### src/rtl/kanagawa_hal_multi_channel_fifo.sv
// Bank of NUM_CHANNELS show-ahead FIFOs sharing one storage array, one push and one pop port.
// Per-channel pointers wrap at DEPTH-1, so DEPTH need not be a power of two.
module kanagawa_hal_multi_channel_fifo #(
    parameter int NUM_CHANNELS               = 4,
    parameter int DEPTH                      = 24,
    parameter int LOG_DEPTH                  = $clog2(DEPTH),
    parameter int CHAN_WIDTH                 = (NUM_CHANNELS > 1 ? $clog2(NUM_CHANNELS) : 1),
    parameter int WIDTH                      = 32,
    parameter int USEDW_WIDTH                = LOG_DEPTH + 1,
    parameter int ALMOSTFULL_ENTRIES         = 1,
    parameter int OVER_UNDER_FLOW_PROTECTION = 0
) (
    input  logic                                clk,
    input  logic                                rst,
    input  logic                                wrreq,
    input  logic [CHAN_WIDTH-1:0]               wrchan,
    input  logic [WIDTH-1:0]                    data,
    input  logic                                rdreq,
    input  logic [CHAN_WIDTH-1:0]               rdchan,
    output logic [WIDTH-1:0]                    q,
    output logic [NUM_CHANNELS-1:0]             full,
    output logic [NUM_CHANNELS-1:0]             almost_full,
    output logic [NUM_CHANNELS-1:0]             empty,
    output logic [NUM_CHANNELS*USEDW_WIDTH-1:0] usedw,
    output logic [NUM_CHANNELS-1:0]             overflow,
    output logic [NUM_CHANNELS-1:0]             underflow,
    output logic                                chan_error
);
    localparam int AW     = $clog2(NUM_CHANNELS * DEPTH);
    localparam int AF_TH  = DEPTH - ALMOSTFULL_ENTRIES;
    localparam bit AF_RST = (0 >= AF_TH);
    localparam bit PROT   = (OVER_UNDER_FLOW_PROTECTION != 0);

    if (LOG_DEPTH != $clog2(DEPTH)) begin : g_chk_log_depth
        $error("LOG_DEPTH must equal $clog2(DEPTH)");
    end
    if (USEDW_WIDTH != LOG_DEPTH + 1) begin : g_chk_usedw
        $error("USEDW_WIDTH must equal LOG_DEPTH+1");
    end

    logic [WIDTH-1:0] mem [NUM_CHANNELS*DEPTH];

    logic [NUM_CHANNELS-1:0][LOG_DEPTH-1:0]   wrptr, rdptr;
    logic [NUM_CHANNELS-1:0][USEDW_WIDTH-1:0] used, used_nxt;
    logic [NUM_CHANNELS-1:0]                  push_c, pop_c, wr_hit, rd_hit;
    logic                                     wr_ok, rd_ok, push, pop;
    logic [CHAN_WIDTH-1:0]                    wr_sel, rd_sel;
    logic [AW-1:0]                            wr_addr, rd_addr;

    // Only a non-power-of-two channel count can see an out-of-range index.
    if (NUM_CHANNELS == 2**CHAN_WIDTH) begin : g_all_valid
        assign wr_ok = 1'b1;
        assign rd_ok = 1'b1;
    end else begin : g_range_chk
        assign wr_ok = (wrchan < CHAN_WIDTH'(NUM_CHANNELS));
        assign rd_ok = (rdchan < CHAN_WIDTH'(NUM_CHANNELS));
    end

    assign wr_sel  = wr_ok ? wrchan : '0;
    assign rd_sel  = rd_ok ? rdchan : '0;
    assign push    = wrreq & wr_ok & (~PROT | ~full[wr_sel]);
    assign pop     = rdreq & rd_ok & (~PROT | ~empty[rd_sel]);
    assign wr_addr = AW'(wr_sel) * AW'(DEPTH) + AW'(wrptr[wr_sel]);
    assign rd_addr = AW'(rd_sel) * AW'(DEPTH) + AW'(rdptr[rd_sel]);
    assign q       = mem[rd_addr];
    assign usedw   = used;

    always_comb begin
        for (int c = 0; c < NUM_CHANNELS; c++) begin
            wr_hit[c]   = wrreq & wr_ok & (wr_sel == CHAN_WIDTH'(c));
            rd_hit[c]   = rdreq & rd_ok & (rd_sel == CHAN_WIDTH'(c));
            push_c[c]   = push & (wr_sel == CHAN_WIDTH'(c));
            pop_c[c]    = pop & (rd_sel == CHAN_WIDTH'(c));
            used_nxt[c] = used[c] + USEDW_WIDTH'(push_c[c]) - USEDW_WIDTH'(pop_c[c]);
        end
    end

    always_ff @(posedge clk) begin
        if (push && !rst) mem[wr_addr] <= data;
    end

    always_ff @(posedge clk) begin
        if (rst) begin
            wrptr       <= '0;
            rdptr       <= '0;
            used        <= '0;
            empty       <= '1;
            full        <= '0;
            almost_full <= {NUM_CHANNELS{AF_RST}};
            overflow    <= '0;
            underflow   <= '0;
            chan_error  <= 1'b0;
        end else begin
            for (int c = 0; c < NUM_CHANNELS; c++) begin
                if (push_c[c])
                    wrptr[c] <= (wrptr[c] == LOG_DEPTH'(DEPTH-1)) ? '0 : wrptr[c] + 1'b1;
                if (pop_c[c])
                    rdptr[c] <= (rdptr[c] == LOG_DEPTH'(DEPTH-1)) ? '0 : rdptr[c] + 1'b1;
                used[c]        <= used_nxt[c];
                full[c]        <= (used_nxt[c] == USEDW_WIDTH'(DEPTH));
                empty[c]       <= (used_nxt[c] == '0);
                almost_full[c] <= (int'(used_nxt[c]) >= AF_TH);
                // Error flags judge the request against the flags visible this cycle.
                overflow[c]    <= overflow[c] | (wr_hit[c] & full[c]);
                underflow[c]   <= underflow[c] | (rd_hit[c] & empty[c]);
            end
            chan_error <= chan_error | (wrreq & ~wr_ok) | (rdreq & ~rd_ok);
        end
    end
endmodule

### config.mk
export PLATFORM = sky130hd
export DESIGN_NAME = kanagawa_hal_multi_channel_fifo
export DESIGN_NICKNAME = d
export VERILOG_FILES = /design/src/rtl/kanagawa_hal_multi_channel_fifo.sv
export SDC_FILE = /design/constraint.sdc
export NUM_CORES = 2
export LEC_CHECK = 0
export BUFFER_PORTS_ARGS = -buffer_cell sky130_fd_sc_hd__clkbuf_2
export CORE_ASPECT_RATIO = 1.5
export CORE_MARGIN = 2
export CORE_UTILIZATION = 45
export CTS_CLUSTER_DIAMETER = 80
export DETAILED_ROUTE_END_ITERATION = 7
export GPL_ROUTABILITY_DRIVEN = 0
export PLACE_DENSITY = 0.66
export SYNTH_ARGS = -nofsm -noshare
export SYNTH_HDL_FRONTEND = slang
export SYNTH_SLANG_ARGS = --single-unit
### constraint.sdc
create_clock -name clk -period 4.7 [get_ports clk]
set_clock_uncertainty 0.05 [all_clocks]
set_input_delay 0.705 -clock clk [delete_from_list [all_inputs] [get_ports clk]]
set_output_delay 0.705 -clock clk [all_outputs]
set_load 0.02 [all_outputs]
==> out/metrics.yaml <==
critical_path:
  critical_path_class: "flop to output port"
  arrival_ps: 4560
  crit_required_ps: 3940
  crit_path_start_kind: "flop"
  endpoint_kind: "output port"
  critical_path.max_fanout: 4
yosys:
  synth-edff-count: 3072
  avgSynthCellArea_um2: 18.87
  synth_fa_ha_area_frac: 0.005296
  synth_fp_nets: 6547
  yosys.area_share.simple: 0.04940
  muxShareOfSynthArea: 0.1158
  yosys_warnings: 0
  ys_ff_latch: 3156
  synthXorXnorAreaFrac: 0.003233
  synth.distinct_cells: 56
  synth_seq_area_share: 0.7705
  async_reset_ff_frac: 0
  synth_compound_area_frac: 0.03979
  synth.cell_area_um2: 121900
  synth_top_area_frac: 0.7567
  synthFlopType: "edfxtp_1"
  synth_common_cells: "edfxtp_1 (3072), nand2_1 (630), mux4_2 (494), mux2i_1 (286), nand3_1 (227)"
  netlist_instances: 6459
  yosys-top-cells-area: "edfxtp_1 (76%), mux4_2 (9.1%), mux2i_1 (2.3%)"
  yosysTopAreaCell: "edfxtp_1"
  synth.most_common_cell: "edfxtp_1"
  synth_top_family_by_area: "multiplexers"
floorplanning:
  core_area_um2: 270200
  fp.dieW_um: 429.0
  rows: 234
  start_util: 0.4511
  die_height_um: 641.5
  pin_count: 117
  dieArea_um2: 275200
clock_tree:
  tritoncts: "yes"
  root_buffer: "clkbuf_16"
  clock_tree.buffer_depth: 4
  cts_htree_levels: 5
  cts_sinks: 3156
  ctsHoldBuffers: 0
  numCtsBuffers: 279
  clk-insertion-delay-late_ps: 860
  path_clk_slew_ps: 60
layout:
  stdcell_area_um2: 144600
  final_cells: 10930
  layout-drive-gt1-share: 0.2783
  syn_to_final_growth_pct: 18.61
  fin_nets: 7271
pwr:
  ir_drop_v: 0.0004069
  p_leak_nw: 45.33
  power_density_nw_per_um2: 402.8
  power_mw: 58.24
global_routing:
  grt_pass1_vias: 66580
  use_met2: 0.4241
  use_met1: 0.2797
  overflow: 0
  grt_max_degree: 97
  antenna_found_initial: 11
  busiest_layer: "met2"
  grt_pass1_wl_um: 468100
  grt_use_met3: 0.03355
  track_usage: 0.2345
sta:
  period_needed_ps: 5319
  slew_headroom: 0.2536
  fin_ws_ps: -618.8
  setup_viol: 32
  fmax_mhz: 188.0
  slew_violations: 0
  period_share: 1.132
  hold_viol: 0
  setup_tns_ps: -14930
  tightest_slew_ps: 1120
  rsz0062_at_grt: "true"
  whs_ps: 226.8
detailed_routing:
  routed_wl_um: 329600
  wire_per_inst_um: 30.15
  drt_iter0_drc: 7336
  via_per_inst: 6.037
  drc: 0
  dr.pass1.iters: 5
  vias: 65990
  antenna_left: 0
placement:
  portBuffers: 115
  dp_hpwl_um: 209400
  dpl_cell_area_um2: 132600
  dp_cells: 10370
run_status:
  outcome: "finished with violations"
  violations: "setup timing"
hold_path:
  hold_path.class: "primary input to flop"
job:
  maxCapViolCount: 0
==> placed cells by master (no fill, tap or decap), types with 26 or more instances in the layout <==
cell       instances
nand4_1           60
nor2_4           116
a22oi_1          130
clkbuf_1          60
mux4_2           490
a32oi_1           45
a31oi_1           72
xnor2_1           30
nand2_1          617
nor2b_1           74
a21oi_1           87
mux2i_1          286
o22ai_1           35
a211oi_1          40
buf_6             47
ha_1              40
clkinv_2          34
dfxtp_1           79
clkbuf_2          56
nand3_1          186
nand3_2           26
clkinv_1          56
buf_12           156
inv_1             35
nor2_1            87
clkbuf_16        295
edfxtp_1        3072
buf_4            493
==> sequential cells by signal, summed over array words and instances, names as in the netlist <==
signal,cells
mem,3072
usedw,24
rdptr,20
wrptr,20
almost_full,4
empty,4
full,4
overflow,4
underflow,4
==> where the power goes <==
group,switching [mW],internal [mW],total (mW)
logic,2.71,1.89,4.60
clock network,9.96,12.6,22.6
registers,0.0790,31.0,31.1
==> per-layer routing <==
metal | up-vias | wire length (um)
met4 | 4 | 16230
li1 | 27620 | -
met1 | 34560 | 115600
met3 | 693 | 23200
met2 | 3115 | 174500
met5 | - | 21
==> worst max-delay path, stage by stage, from the launching register on <==
cell and delay [ps]:
dfxtp_2 340, mux4_2 490, ha_4 190, fa_2 590
buf_12 140, buf_8 120, or2_4 130, buf_6 130
a2111oi_0 60, or4_1 540, or3_4 470, nor4_4 190
buf_4 200, buf_8 110
==> area by class of cell <==
class | instances | area (um2)
fill | 20380 | 125600
clock buffer | 349 | 7457
tap | 3540 | 4429
multi-input combinational | 2900 | 28580
timing repair buffer | 809 | 8682
sequential | 3156 | 93940
antenna | 2 | 5.005
clock inverter | 138 | 1344
inverter | 37 | 150.1
==> final timing paths <==
path	start	endpoint	slack, ps	cells after the start
worst max-delay path	rdptr[8]	q[20]	-620	13
worst min-delay path	data[26]	mem[66][26]	230	1
worst max register to register	wrptr[13]	mem[54][5]	780	8
worst min register to register	overflow[0]	overflow[0]	430	2
==> cell families after synthesis <==
logic type / count (synthesis)
compound gates: 682
xor+xnor: 45
fa+ha+maj: 48
buf+inv: 403
flops: 3156
mux: 791
other cells: 1
simple gates: 1333
==> what timing repair did <==
item,4_1_cts,5_1_grt
gates resized for setup,342,192
buffers inserted,33,36
setup endpoints to repair,32,32
pin swaps,79,79
cloned,12,7
==> per-stage QoR <==
step	worst slack, ps	util
2_1_floorplan	2.002	-
3_3_place_gp	-832.3	0.4906
3_5_place_dp	-895.1	0.4906
4_1_cts	-623.1	0.5304
5_1_grt	-662.9	0.5350
6_report	-618.8	0.5350
Power figures use the tool's default switching activity.
